File: src/rtl/imm_decode_stage.sv
// Immediate-generation stage: decodes the immediate format from the opcode,
// extends the immediate, computes pc + imm and flags illegal encodings.
// Results pass through a main output register plus one skid entry.
// Ports:
//   clk, rst_n               clock, async active-low reset
//   flush                    synchronous flush of both entries
//   in_valid/in_ready        input handshake (in_ready is registered)
//   in_inst, in_pc           instruction word and its PC
//   out_valid/out_ready      output handshake
//   out_imm, out_target      extended immediate and pc + imm
//   out_fmt, out_illegal     format code and illegal-encoding flag
module imm_decode_stage #(
  parameter int unsigned XLEN = 32,
  parameter int unsigned SHW  = $clog2(XLEN)
) (
  input  logic            clk,
  input  logic            rst_n,
  input  logic            flush,
  input  logic            in_valid,
  output logic            in_ready,
  input  logic [31:0]     in_inst,
  input  logic [XLEN-1:0] in_pc,
  output logic            out_valid,
  input  logic            out_ready,
  output logic [XLEN-1:0] out_imm,
  output logic [XLEN-1:0] out_target,
  output logic [2:0]      out_fmt,
  output logic            out_illegal
);

  localparam logic [2:0] FMT_NONE = 3'd0;
  localparam logic [2:0] FMT_I    = 3'd1;
  localparam logic [2:0] FMT_S    = 3'd2;
  localparam logic [2:0] FMT_B    = 3'd3;
  localparam logic [2:0] FMT_J    = 3'd4;
  localparam logic [2:0] FMT_U    = 3'd5;
  localparam logic [2:0] FMT_SH   = 3'd6;
  localparam logic [2:0] FMT_Z    = 3'd7;

  typedef struct packed {
    logic [XLEN-1:0] imm;
    logic [XLEN-1:0] target;
    logic [2:0]      fmt;
    logic            illegal;
  } entry_t;

  logic [6:0] opcode;
  logic [2:0] funct3;
  entry_t     dec;

  entry_t main_q, main_d, skid_q, skid_d;
  logic   main_valid_q, main_valid_d;
  logic   skid_valid_q, skid_valid_d;
  logic   in_ready_q, in_ready_d;
  logic   accept, drain;

  assign opcode = in_inst[6:0];
  assign funct3 = in_inst[14:12];

  // Format decode and immediate extension
  always_comb begin
    dec.imm     = '0;
    dec.fmt     = FMT_NONE;
    dec.illegal = 1'b0;
    case (opcode)
      7'b0000011, 7'b1100111: begin
        dec.fmt = FMT_I;
        dec.imm = {{(XLEN-12){in_inst[31]}}, in_inst[31:20]};
      end
      7'b0010011: begin
        if (funct3 == 3'b001 || funct3 == 3'b101) begin
          dec.fmt = FMT_SH;
          // RV32 shamt is 5 bits; inst[25] set would be a 6-bit shift
          if (XLEN == 32 && in_inst[25]) begin
            dec.illegal = 1'b1;
          end else begin
            dec.imm = {{(XLEN-SHW){1'b0}}, in_inst[20+SHW-1:20]};
          end
        end else begin
          dec.fmt = FMT_I;
          dec.imm = {{(XLEN-12){in_inst[31]}}, in_inst[31:20]};
        end
      end
      7'b0100011: begin
        dec.fmt = FMT_S;
        dec.imm = {{(XLEN-12){in_inst[31]}}, in_inst[31:25], in_inst[11:7]};
      end
      7'b1100011: begin
        dec.fmt = FMT_B;
        dec.imm = {{(XLEN-13){in_inst[31]}}, in_inst[31], in_inst[7],
                   in_inst[30:25], in_inst[11:8], 1'b0};
      end
      7'b1101111: begin
        dec.fmt = FMT_J;
        dec.imm = {{(XLEN-21){in_inst[31]}}, in_inst[31], in_inst[19:12],
                   in_inst[20], in_inst[30:21], 1'b0};
      end
      7'b0110111, 7'b0010111: begin
        dec.fmt = FMT_U;
        dec.imm = {{(XLEN-31){in_inst[31]}}, in_inst[30:12], 12'h000};
      end
      7'b1110011: begin
        if (funct3 == 3'b101 || funct3 == 3'b110 || funct3 == 3'b111) begin
          dec.fmt = FMT_Z;
          dec.imm = {{(XLEN-5){1'b0}}, in_inst[19:15]};
        end
      end
      7'b0110011: begin
        dec.fmt = FMT_NONE;
      end
      default: begin
        dec.illegal = 1'b1;
      end
    endcase
    dec.target = in_pc + dec.imm;
  end

  assign accept = in_valid && in_ready_q;
  assign drain  = main_valid_q && out_ready;

  // Elastic buffer next state; skid can only be full when no input is accepted
  always_comb begin
    main_d       = main_q;
    skid_d       = skid_q;
    main_valid_d = main_valid_q;
    skid_valid_d = skid_valid_q;
    if (flush) begin
      main_valid_d = 1'b0;
      skid_valid_d = 1'b0;
    end else begin
      if (drain) begin
        if (skid_valid_q) begin
          main_d       = skid_q;
          skid_valid_d = 1'b0;
        end else begin
          main_valid_d = 1'b0;
        end
      end
      if (accept) begin
        if (!main_valid_q || drain) begin
          main_d       = dec;
          main_valid_d = 1'b1;
        end else begin
          skid_d       = dec;
          skid_valid_d = 1'b1;
        end
      end
    end
    in_ready_d = !skid_valid_d;
  end

  always_ff @(posedge clk or negedge rst_n) begin
    if (!rst_n) begin
      main_q       <= '0;
      skid_q       <= '0;
      main_valid_q <= 1'b0;
      skid_valid_q <= 1'b0;
      in_ready_q   <= 1'b1;
    end else begin
      main_q       <= main_d;
      skid_q       <= skid_d;
      main_valid_q <= main_valid_d;
      skid_valid_q <= skid_valid_d;
      in_ready_q   <= in_ready_d;
    end
  end

  assign in_ready    = in_ready_q;
  assign out_valid   = main_valid_q;
  assign out_imm     = main_q.imm;
  assign out_target  = main_q.target;
  assign out_fmt     = main_q.fmt;
  assign out_illegal = main_q.illegal;

endmodule

File: config.mk
export PLATFORM = sky130hd
export DESIGN_NAME = imm_decode_stage
export DESIGN_NICKNAME = d
export VERILOG_FILES = /design/src/rtl/imm_decode_stage.sv
export SDC_FILE = /design/constraint.sdc
export NUM_CORES = 1
export LEC_CHECK = 0
export CORE_MARGIN = 1
export CORE_UTILIZATION = 46
export DETAILED_ROUTE_END_ITERATION = 8
export PLACE_DENSITY_LB_ADDON = 0.1
export SLEW_MARGIN = 25
export SYNTH_ARGS = -nofsm -noshare
export SYNTH_HDL_FRONTEND = slang
export SYNTH_SLANG_ARGS = --single-unit
File: constraint.sdc
create_clock -name clk -period 2.9 [get_ports clk]
set_input_delay 0.87 -clock clk [delete_from_list [all_inputs] [get_ports clk]]
set_output_delay 0.87 -clock clk [all_outputs]
set_load 0.02 [all_outputs]
==> qor.json, run 1 <==
{
  "number_of_antenna_violations_at_the_first_check_in_global_routing": 0,
  "comb_power_share_pct": 28.9,
  "tritoncts_clock_tree": "built",
  "die-height_um": 131,
  "ant_nets": 0,
  "critical_path_data_required_time_ns": 3.20,
  "setup.worst_path.end_class": "flop",
  "period_needed_ns": 3.63,
  "p_int_mw": 4.43,
  "grt_max_degree": 65,
  "synth_area_per_inst_um2": 9.46,
  "postLayoutSetupSlackWorst_ns": -0.734,
  "hold_class": "in -> async",
  "firstDrtPassIters": 4,
  "worst_skew_late_latency_ns": 0.43,
  "drv_cap": 0,
  "detail_route.drc_violations": 0,
  "grt_first_pass_wirelength_um": 44200,
  "ys_seq_elements": 139,
  "post-synth-top-count-cell": "sky130_fd_sc_hd__dfrtp_1",
  "setup-tns-final_ns": -26.33,
  "via_per_instance_ratio": 5.76,
  "place_inst": 1301,
  "finClkSkew_ns": 0.00892,
  "regToRegSetupSlack_ns": 0.74,
  "drt-total-wl_um": 28400,
  "worst-endpoint-arrival_ns": 3.93,
  "violations": "negative setup slack",
  "number_of_synthesis_warnings": 0,
  "rsz_0062_raised_after_global_routing": "true",
  "layout-drive-gt1-share_pct": 40.6,
  "grt.overflow.total": 0,
  "total_power_mw": 6.45,
  "fin_nets": 1258,
  "final-max-slew-violation-count": 0,
  "post_synth_num_cell_types": 59,
  "floorplan.initialDensity_pct": 47.7,
  "p_seq_share_pct": 38.4,
  "rr_worst_depth": 5,
  "post_drt_wl_per_cell_um": 20.5,
  "setup.worst_path.class": "in -> reg",
  "fin_area_um2": 12700,
  "setup_viol": 55,
  "multi_input_comb_area_um2": 5080,
  "clk_pin_slew_ns": 0.06,
  "synth.yosys.seq_area_share_pct": 45.3,
  "portbufs": 138,
  "die_x_um": 131,
  "hold_viol": 0,
  "number_of_enable_flip_flop_cells_after_synthesis": 0,
  "pwr_density_cell_nw_per_um2": 506,
  "grt_pass1_vias": 8202,
  "clock_power_share_pct": 32.7,
  "slew_headroom_pct": 59.2,
  "critPathMaxFanout": 4,
  "final_cells": 1386,
  "pin_count": 139,
  "hold_buffers": 0,
  "max_freq_ghz": 0.275,
  "cell_types_with_the_highest_counts_after_synthesis": "sky130_fd_sc_hd__dfrtp_1 (138), sky130_fd_sc_hd__a21oi_1 (93), sky130_fd_sc_hd__nand2_1 (86)",
  "layout.filler_cells": 1013,
  "synth_top_cell_by_area": "sky130_fd_sc_hd__dfrtp_1",
  "cellLeakagePower_nw": 5.77,
  "synth_async_sr_flop_share_pct": 100,
  "synthesis.nets": 914,
  "clock_tree.root_cell": "sky130_fd_sc_hd__clkbuf_16",
  "max-vdd-ir-drop_uv": 466,
  "htreeDepth": 4,
  "placement.cell_area_um2": 10600,
  "numCtsBuffers": 17,
  "std_cell_rows": 46,
  "layout-area-overhead-vs-synth_pct": 65.6,
  "dieArea_um2": 17200,
  "reg2reg_to": "skid_q[62]$_DFFE_PN0P_",
  "synth-main-ff-cell": "sky130_fd_sc_hd__dfrtp_1",
  "post-route-period-util_pct": 125,
  "detailedPlacementHpwl_um": 19100,
  "total_via_count_after_detailed_routing": 7990,
  "gp_routability_congestion": 0.984,
  "antenna-diode-count": 0,
  "synth_top_cells_by_area": "sky130_fd_sc_hd__dfrtp_1 (45%), sky130_fd_sc_hd__mux2_2 (6.3%), sky130_fd_sc_hd__a21oi_1 (6.1%)",
  "p_sw_share_pct": 31.3,
  "cts.sinks": 139,
  "regArea_um2": 3480,
  "setup.worst_path.start_class": "input port",
  "drt_iter0_drc": 493,
  "cts_buffer_depth": 2,
  "synth.top_cell.area_share_pct": 44.9,
  "measured_slew_at_the_worst_slew_check_pin_ns": 0.613,
  "syn-instance-count": 813,
  "reg2reg_from": "in_ready$_DFF_PN1_",
  "place_worst_setup_slack_ns": -1.79,
  "power_switching_mw": 2.02,
  "standard_cell_core_area_um2": 16100,
  "run_status": "finished, violations left",
  "track_usage_pct": 33.0,
  "synthesis.area_um2": 7690
}
worst max-delay path: stages:
cell	delay, ns
sky130_fd_sc_hd__buf_2	0.13
sky130_fd_sc_hd__buf_4	0.14
sky130_fd_sc_hd__buf_4	0.16
sky130_fd_sc_hd__nor3_2	0.23
sky130_fd_sc_hd__a21o_1	0.23
sky130_fd_sc_hd__buf_4	0.17
sky130_fd_sc_hd__nand2_1	0.05
sky130_fd_sc_hd__nand2_1	0.08
sky130_fd_sc_hd__ha_1	0.27
sky130_fd_sc_hd__a21oi_1	0.29
sky130_fd_sc_hd__o21ai_2	0.13
sky130_fd_sc_hd__a2111oi_4	0.39
sky130_fd_sc_hd__o21a_1	0.21
sky130_fd_sc_hd__a21oi_4	0.07
sky130_fd_sc_hd__a31oi_1	0.20
sky130_fd_sc_hd__xor2_1	0.21
sky130_fd_sc_hd__a21oi_1	0.10
logic make-up after synthesis:
| logic type | Yosys count | synth area share, % |
|---|---|---|
| mux | 44 | 6.49 |
| fa+ha+maj | 32 | 5.31 |
| xor+xnor | 31 | 3.53 |
| simple gates | 205 | 11.6 |
| compound gates | 300 | 24.4 |
| flops | 139 | 45.3 |
| buf+inv | 62 | 3.34 |
layer usage:
| layer | vias up | track usage, % | routed length [um] |
|---|---|---|---|
| met5 | - | 0 | 0 |
| met4 | 0 | 14.1 | 952 |
| met2 | 333 | 52.8 | 13600 |
| met1 | 3955 | 44.1 | 12200 |
| li1 | 3631 | - | - |
| met3 | 71 | 5.83 | 1650 |
cells in the final DEF (no fill, tap or decap), types with 17 or more instances in the layout:
| cell | n |
|---|---|
| sky130_fd_sc_hd__nor2_1 | 65 |
| sky130_fd_sc_hd__ha_4 | 19 |
| sky130_fd_sc_hd__o21ai_0 | 22 |
| sky130_fd_sc_hd__buf_4 | 210 |
| sky130_fd_sc_hd__o21ai_1 | 29 |
| sky130_fd_sc_hd__a21oi_1 | 68 |
| sky130_fd_sc_hd__clkbuf_16 | 17 |
| sky130_fd_sc_hd__dfrtp_1 | 138 |
| sky130_fd_sc_hd__buf_6 | 20 |
| sky130_fd_sc_hd__a21oi_2 | 20 |
| sky130_fd_sc_hd__o22ai_1 | 39 |
| sky130_fd_sc_hd__clkdlybuf4s50_1 | 126 |
| sky130_fd_sc_hd__mux2_2 | 36 |
| sky130_fd_sc_hd__a21o_1 | 23 |
| sky130_fd_sc_hd__nand2_1 | 76 |
per-stage QoR:
| step | util, % | hold WS [ns] |
|---|---|---|
| after floorplan | - | 0.445 |
| after global placement | 65.9 | 0.454 |
| after detailed placement | 65.9 | 0.455 |
| after CTS | 77.3 | 0.443 |
| after global routing | 79.0 | 0.468 |
| final | 79.0 | 0.411 |
area by class of cell:
| cell class | count | share of cell area (%) |
|---|---|---|
| tap | 216 | 2.12 |
| inverter | 16 | 0.472 |
| clock inverter | 12 | 0.894 |
| sequential | 139 | 27.3 |
| clock buffer | 20 | 3.59 |
| multi-input combinational | 612 | 39.9 |
| timing repair buffer | 371 | 25.7 |
sequential cells by signal, indices dropped and copies added, names as in the netlist:
name and flops:
skid_q 68, skid_valid_q 1, out_imm 32, out_target 32
in_ready 1, out_illegal 1, out_fmt 3, out_valid 1
worst max-delay path by stage:
| stage | from | end | slack [ns] | depth (start not counted) |
|---|---|---|---|---|
| 2_1_floorplan | in_inst[6] | skid_q[33]$_DFFE_PN0P_ | -0.90 | 17 |
| 3_3_place_gp | in_inst[2] | out_target[24]$_DFFE_PN0N_ | -1.74 | 17 |
| 3_5_place_dp | in_inst[2] | skid_q[28]$_DFFE_PN0P_ | -1.79 | 17 |
| 4_1_cts | in_inst[0] | skid_q[33]$_DFFE_PN0P_ | -0.60 | 18 |
| 5_1_grt | in_inst[3] | out_target[30]$_DFFE_PN0N_ | -0.89 | 17 |
| 6_report | in_inst[3] | out_target[30]$_DFFE_PN0N_ | -0.73 | 17 |
power by group through the flow:
| stage | Combinational (mW) | Sequential [mW] | Clock [mW] |
|---|---|---|---|
| finish | 1.86 | 2.48 | 2.11 |
| global route | 1.98 | 2.51 | 2.23 |
| CTS | 1.80 | 2.47 | 2.13 |
| detailed placement | 1.65 | 2.50 | 0 |
| global placement | 1.62 | 2.47 | 0 |
| floorplan | 0.582 | 2.68 | 0 |
timing repair:
item                                    4_1_cts  5_1_grt
buffers inserted                             61       10
endpoints found under the setup margin       62       64
resized for setup                           216       61
pin swaps                                    87       50
hold endpoints to repair                      0        0
Note: power is estimated with default switching activity, not from simulation.
==> run 2, diff against run 1 <==
clock period = 3.11 ns   (was 2.9 ns; I/O delays follow)
==> run 2 against run 1 <==
- the run still ends with negative setup slack left
- non-clock buffer count fell by 10
- sequential share of layout area rose by 0.49 points
- power fell by 3.5%
- clock power rose by 5%
- global-route usage fell by 1.0 points
- design area fell by 1.8%
- clock skew fell by 0.0026 ns
- die area did not move
- via count fell by 2.3%
- count of clock-buffer cells in the layout fell by 3
- largest power group unchanged
==> qor.json, run 2 (synthesis results as in run 1) <==
{
  "worst-endpoint-arrival_ns": 4.01,
  "cellLeakagePower_nw": 5.74,
  "hold_viol": 0,
  "setup.worst_path.end_class": "flop",
  "hold_class": "in -> async",
  "setup.worst_path.start_class": "input port",
  "std_cell_rows": 46,
  "grt_pass1_vias": 8038,
  "worst_path_max_delay_cell": "sky130_fd_sc_hd__fa_2",
  "htreeDepth": 4,
  "crit_chain": "buf_6 > buf_6 > nor3_4 > buf_6 > nand2_2 > buf_4 > o21ai_4 > ha_2 > inv_2 > fa_2 > nor2b_4 > o2111ai_4 > a21oi_4 > buf_6 > o21ai_4 > o21bai_1 > a21oi_1 > xor2_1 > buf_4 > o31ai_2",
  "total_power_mw": 6.22,
  "die_x_um": 131,
  "drv_cap": 0,
  "mostFrequentLayoutCells": "sky130_fd_sc_hd__buf_4 (191), sky130_fd_sc_hd__dfrtp_1 (138), sky130_fd_sc_hd__clkdlybuf4s50_1 (124), sky130_fd_sc_hd__a21oi_1 (77), sky130_fd_sc_hd__nand2_1 (76)",
  "total_via_count_after_detailed_routing": 7810,
  "critPathLaunch": "in_inst[2]",
  "period_needed_ns": 3.67,
  "fin_nets": 1248,
  "ant_nets": 0,
  "violations": "negative setup slack",
  "placement.cell_area_um2": 10600,
  "gp_routability_congestion": 0.959,
  "measured_slew_at_the_worst_slew_check_pin_ns": 0.670,
  "track_usage_pct": 32.0,
  "layout-drive-gt1-share_pct": 38.3,
  "timing.critical_path.mode_cell": "sky130_fd_sc_hd__buf_6",
  "place_inst": 1304,
  "timing.critical_path.to": "out_target[16]$_DFFE_PN0N_",
  "setup_viol": 52,
  "grt_max_degree": 54,
  "regToRegSetupSlack_ns": 0.98,
  "critical_path_data_required_time_ns": 3.45,
  "final-max-slew-violation-count": 0,
  "clk_pin_slew_ns": 0.06,
  "setup.worst_path.class": "in -> reg",
  "post-route-period-util_pct": 118,
  "grt_first_pass_wirelength_um": 42900,
  "max-vdd-ir-drop_uv": 417,
  "rr_worst_depth": 5,
  "run_status": "finished, violations left",
  "detailedPlacementHpwl_um": 19000,
  "cts.sinks": 139,
  "dieArea_um2": 17200,
  "top_register": "skid_q",
  "fin_area_um2": 12500,
  "postLayoutSetupSlackWorst_ns": -0.561,
  "cts_buffer_depth": 2,
  "critPathMaxFanout": 5,
  "reg2reg_to": "skid_q[9]$_DFFE_PN0P_",
  "finClkSkew_ns": 0.00630,
  "pin_count": 139,
  "cpPeakStageDelay_ns": 0.37,
  "largest_register_ffs": 68,
  "layout.filler_cells": 1077,
  "antenna-diode-count": 0,
  "tritoncts_clock_tree": "built",
  "floorplan.initialDensity_pct": 47.7,
  "place_worst_setup_slack_ns": -1.57,
  "post_drt_wl_per_cell_um": 20.0,
  "hold_buffers": 0,
  "grt.overflow.total": 0,
  "number_of_antenna_violations_at_the_first_check_in_global_routing": 0,
  "drt-total-wl_um": 27500,
  "max_freq_ghz": 0.272,
  "final_cells": 1376,
  "standard_cell_core_area_um2": 16100,
  "pwr_density_cell_nw_per_um2": 498,
  "via_per_instance_ratio": 5.68,
  "drt_iter0_drc": 478,
  "die-height_um": 131,
  "layout-area-overhead-vs-synth_pct": 62.7,
  "slew_headroom_pct": 55.4,
  "firstDrtPassIters": 5,
  "portbufs": 138,
  "final_common_cell": "sky130_fd_sc_hd__buf_4",
  "worst_skew_late_latency_ns": 0.43,
  "numCtsBuffers": 17,
  "reg2reg_from": "in_ready$_DFF_PN1_",
  "detail_route.drc_violations": 0,
  "clock_tree.root_cell": "sky130_fd_sc_hd__clkbuf_16",
  "rsz_0062_raised_after_global_routing": "true"
}
## run 2: cell count changes in the layout (fill, tap and decap cells not counted), sizes merged
| cell | change |
|---|---|
| buf | -10 |
| bufinv | +3 |
| clkbuf | -3 |
| clkinvlp | -3 |
| inv | +3 |
| clkdlybuf4s50 | -2 |
| dlygate4sd2 | +2 |
## run 2: critical path, delay by kind of cell
family	cells	cell delay, ns
AOI/OAI and AO/OA	7	1.00
xor gates and xnor gates	1	0.15
adders and majority gates	2	0.58
buffers and inverters	7	0.85
and+or+nand+nor	3	0.49
## run 2: timing repair
item,4_1_cts,5_1_grt
buffers inserted,42,10
gates resized for setup,201,58
endpoints found under the setup margin,61,61
cloned,0,0
pin swaps,84,50
## run 2: how the worst min path moves through the flow
stage / end / from / slack [ns] / depth (start not counted)
2_1_floorplan: skid_q[1]$_DFFE_PN0P_ / skid_q[1]$_DFFE_PN0P_ / 0.44 / 2
3_3_place_gp: out_target[21]$_DFFE_PN0N_ / out_target[21]$_DFFE_PN0N_ / 0.45 / 2
3_5_place_dp: skid_q[1]$_DFFE_PN0P_ / skid_q[1]$_DFFE_PN0P_ / 0.47 / 2
4_1_cts: out_valid$_DFF_PN0_ / rst_n / 0.33 / 1
5_1_grt: out_valid$_DFF_PN0_ / rst_n / 0.34 / 1
6_report: out_target[28]$_DFFE_PN0N_ / rst_n / 0.34 / 1
## run 2: per-layer routing
metal | GRT usage, % | routed length [um]
met5 | 0 | 0
met4 | 12.3 | 741
met3 | 5.21 | 1560
met2 | 53.5 | 13400
met1 | 41.5 | 11800
## run 2: layout make-up
class | count | area (um^2) | area share [%]
Tap cell | 216 | 270 | 2.16
Sequential cell | 139 | 3480 | 27.8
Inverter | 16 | 60.1 | 0.480
Clock inverter | 15 | 210 | 1.68
Timing Repair Buffer | 361 | 3200 | 25.6
Clock buffer | 17 | 425 | 3.40
Multi-Input combinational cell | 612 | 4860 | 38.9
## run 2: per-stage QoR
stage | hold slack (ns) | setup TNS [ns] | util (%)
6_report | 0.339 | -19.27 | 77.6
5_1_grt | 0.337 | -25.69 | 77.6
4_1_cts | 0.334 | -13.91 | 75.6
3_5_place_dp | 0.470 | -78.90 | 65.9
3_3_place_gp | 0.454 | -72.34 | 65.9
2_1_floorplan | 0.445 | -25.75 | -
## run 2: report_power, final
part | switching, mW | internal [mW] | total [mW]
combinational | 0.859 | 0.841 | 1.70
clock | 0.851 | 1.36 | 2.21
sequential | 0.192 | 2.12 | 2.31
==> run 3, diff against run 2 <==
GPL_TIMING_DRIVEN = 0   (was unset)
==> run 3 against run 2 <==
- the run still ends with negative setup slack left
- clock power down 8%
- design area fell by 11%
- power fell by 5.7%
- largest power group unchanged
- cell count is 8.6% lower
- worst setup slack got worse by 0.24 ns
- global-route usage shrank 2.3 points
- die area is the same
==> qor.json, run 3 (synthesis results as in run 1) <==
{
  "detail_route.drc_violations": 0,
  "crit_chain": "buf_12 > nand4b_1 > nor3_2 > a31oi_2 > o21ai_2 > buf_4 > nand2_4 > o21ai_4 > ha_4 > inv_2 > fa_2 > nor2b_4 > o2111ai_2 > a21oi_2 > nor2_1 > o31ai_2 > xor2_1 > o22ai_1 > a21oi_1",
  "wl_met2_um": 11600,
  "grt_first_pass_wirelength_um": 39700,
  "portbufs": 134,
  "gp_routability_congestion": 0.965,
  "reg2reg_to": "skid_q[16]$_DFFE_PN0P_",
  "pin_count": 139,
  "layout-drive-gt1-share_pct": 27.2,
  "multi_input_comb_area_um2": 4670,
  "cellLeakagePower_nw": 4.93,
  "post_drt_wl_per_cell_um": 20.2,
  "standard_cell_core_area_um2": 16100,
  "p_sw_share_pct": 30.9,
  "rsz_0062_raised_after_global_routing": "true",
  "cts.sinks": 139,
  "top_register": "skid_q",
  "drt_iter0_drc": 459,
  "violations": "negative setup slack",
  "mostFrequentLayoutCells": "sky130_fd_sc_hd__dfrtp_1 (138), sky130_fd_sc_hd__clkdlybuf4s50_1 (125), sky130_fd_sc_hd__nand2_1 (81), sky130_fd_sc_hd__a21oi_1 (76), sky130_fd_sc_hd__nor2_1 (68)",
  "final_cells": 1258,
  "cpPeakStageDelay_ns": 0.36,
  "max-vdd-ir-drop_uv": 325,
  "dieArea_um2": 17200,
  "hold-worst-slack_ns": 0.403,
  "path_delay_family": "compound AO/OA/AOI/OAI gates",
  "hold_class": "in -> async",
  "std_cell_rows": 46,
  "hold_buffers": 0,
  "via_per_instance_ratio": 5.93,
  "period_needed_ns": 3.91,
  "measured_slew_at_the_worst_slew_check_pin_ns": 0.858,
  "setup.worst_path.class": "in -> reg",
  "clock_power_share_pct": 34.8,
  "path_buf_inv": 3,
  "track_usage_pct": 29.7,
  "critical_path_data_required_time_ns": 3.46,
  "worst-endpoint-arrival_ns": 4.26,
  "ant_nets": 0,
  "final_common_cell": "sky130_fd_sc_hd__dfrtp_1",
  "htreeDepth": 4,
  "place_worst_setup_slack_ns": -2.12,
  "worst_path_max_delay_cell": "sky130_fd_sc_hd__fa_2",
  "worst_skew_late_latency_ns": 0.43,
  "p_seq_share_pct": 39.1,
  "cts_buffer_depth": 2,
  "post-route-period-util_pct": 126,
  "pwr_density_cell_nw_per_um2": 525,
  "setup.worst_path.end_class": "flop",
  "postLayoutSetupSlackWorst_ns": -0.801,
  "clk_pin_slew_ns": 0.06,
  "firstDrtPassIters": 5,
  "critPathMaxFanout": 4,
  "layout-area-overhead-vs-synth_pct": 45.4,
  "setup.worst_path.start_class": "input port",
  "clock_tree.root_cell": "sky130_fd_sc_hd__clkbuf_16",
  "finClkSkew_ns": 0.0104,
  "number_of_antenna_violations_at_the_first_check_in_global_routing": 0,
  "run_status": "finished, violations left",
  "comb_power_share_pct": 26.1,
  "total_power_mw": 5.87,
  "total_via_count_after_detailed_routing": 7455,
  "met3_wl_um": 1860,
  "max_freq_ghz": 0.256,
  "floorplan.initialDensity_pct": 47.7,
  "antenna-diode-count": 0,
  "setup_viol": 62,
  "die-height_um": 131,
  "fin_nets": 1130,
  "regToRegSetupSlack_ns": 0.61,
  "place_inst": 1164,
  "routed.top_layer": "met4",
  "tritoncts_clock_tree": "built",
  "slew_headroom_pct": 42.8,
  "reg2reg_from": "in_ready$_DFF_PN1_",
  "regArea_um2": 3480,
  "final-max-slew-violation-count": 0,
  "numCtsBuffers": 17,
  "grt.overflow.total": 0,
  "power_switching_mw": 1.81,
  "hold_viol": 0,
  "drv_cap": 0,
  "grt_max_degree": 89,
  "layout.filler_cells": 1191,
  "p_int_mw": 4.06,
  "route.layer.met1.wl_um": 11000,
  "rr_worst_depth": 5,
  "grt_pass1_vias": 7338,
  "drt-total-wl_um": 25400,
  "die_x_um": 131,
  "largest_register_ffs": 68,
  "detailedPlacementHpwl_um": 17200
}
[run 3: changes by cell type in the layout (fill, tap and decap cells not counted), moves of 4 or more]
cell and delta:
sky130_fd_sc_hd__xor2_2 +5, sky130_fd_sc_hd__nand2_2 -7, sky130_fd_sc_hd__ha_4 -4, sky130_fd_sc_hd__nor2b_4 -4
sky130_fd_sc_hd__xor2_1 -4, sky130_fd_sc_hd__buf_4 -128, sky130_fd_sc_hd__xnor2_1 +6, sky130_fd_sc_hd__nand2_1 +5
sky130_fd_sc_hd__xnor2_2 -4, sky130_fd_sc_hd__buf_6 -27, sky130_fd_sc_hd__ha_2 +5, sky130_fd_sc_hd__buf_2 +5
sky130_fd_sc_hd__clkbuf_1 +30
[run 3: per-layer routing]
metal,track usage (%),up-vias
met3,5.32,61
li1,-,3393
met5,0,-
met2,46.1,383
met4,14.3,0
met1,40.1,3618
[run 3: layout make-up]
class	instances	share of cell area [%]
Buffer	43	1.95
Clock buffer	19	3.96
Clock inverter	13	1.28
Inverter	16	0.537
Multi-Input combinational cell	612	41.8
Sequential cell	139	31.1
Tap cell	216	2.42
Timing Repair Buffer	200	16.9
[run 3: how the worst max path moves through the flow]
stage,startpoint,end,cells after the start
after floorplan,in_inst[6],skid_q[33]$_DFFE_PN0P_,17
after global placement,rst_n,out_imm[8]$_DFFE_PN0N_,1
after detailed placement,in_inst[0],out_target[30]$_DFFE_PN0N_,16
after global routing,in_inst[4],skid_q[33]$_DFFE_PN0P_,17
final,in_inst[4],out_target[18]$_DFFE_PN0N_,19
after CTS,in_inst[0],out_target[29]$_DFFE_PN0N_,17
[run 3: power by group through the flow]
stage                     Combinational, mW  Clock [mW]  Sequential [mW]
after floorplan                       0.543           0             2.50
after global placement                 1.37           0             2.31
after detailed placement               1.40           0             2.32
after CTS                              1.49        2.05             2.29
after global routing                   1.64        2.12             2.33
final                                  1.53        2.04             2.29
[run 3: repair_timing]
| item | CTS | global route |
|---|---|---|
| buffers inserted | 55 | 11 |
| endpoints found under the setup margin | 62 | 64 |
| pin swaps | 69 | 38 |
| hold endpoints to repair | 0 | 0 |
| gates resized for setup | 162 | 37 |
[run 3: metrics by stage]
stage	setup TNS, ns	area [um^2]	util [%]
6_report	-35.15	11200	69.4
5_1_grt	-43.26	11200	69.4
4_1_cts	-19.76	10900	67.8
3_5_place_dp	-105.88	9400	58.3
3_3_place_gp	-743.31	9360	58.1
2_1_floorplan	-25.75	7750	-
[run 3: worst register-to-register path: stages, from the launching register on]
cell	delay, ns
sky130_fd_sc_hd__dfstp_2	0.54
sky130_fd_sc_hd__nand2_1	0.12
sky130_fd_sc_hd__or4b_2	0.70
sky130_fd_sc_hd__inv_2	0.28
sky130_fd_sc_hd__buf_2	0.37
sky130_fd_sc_hd__mux2_2	0.38
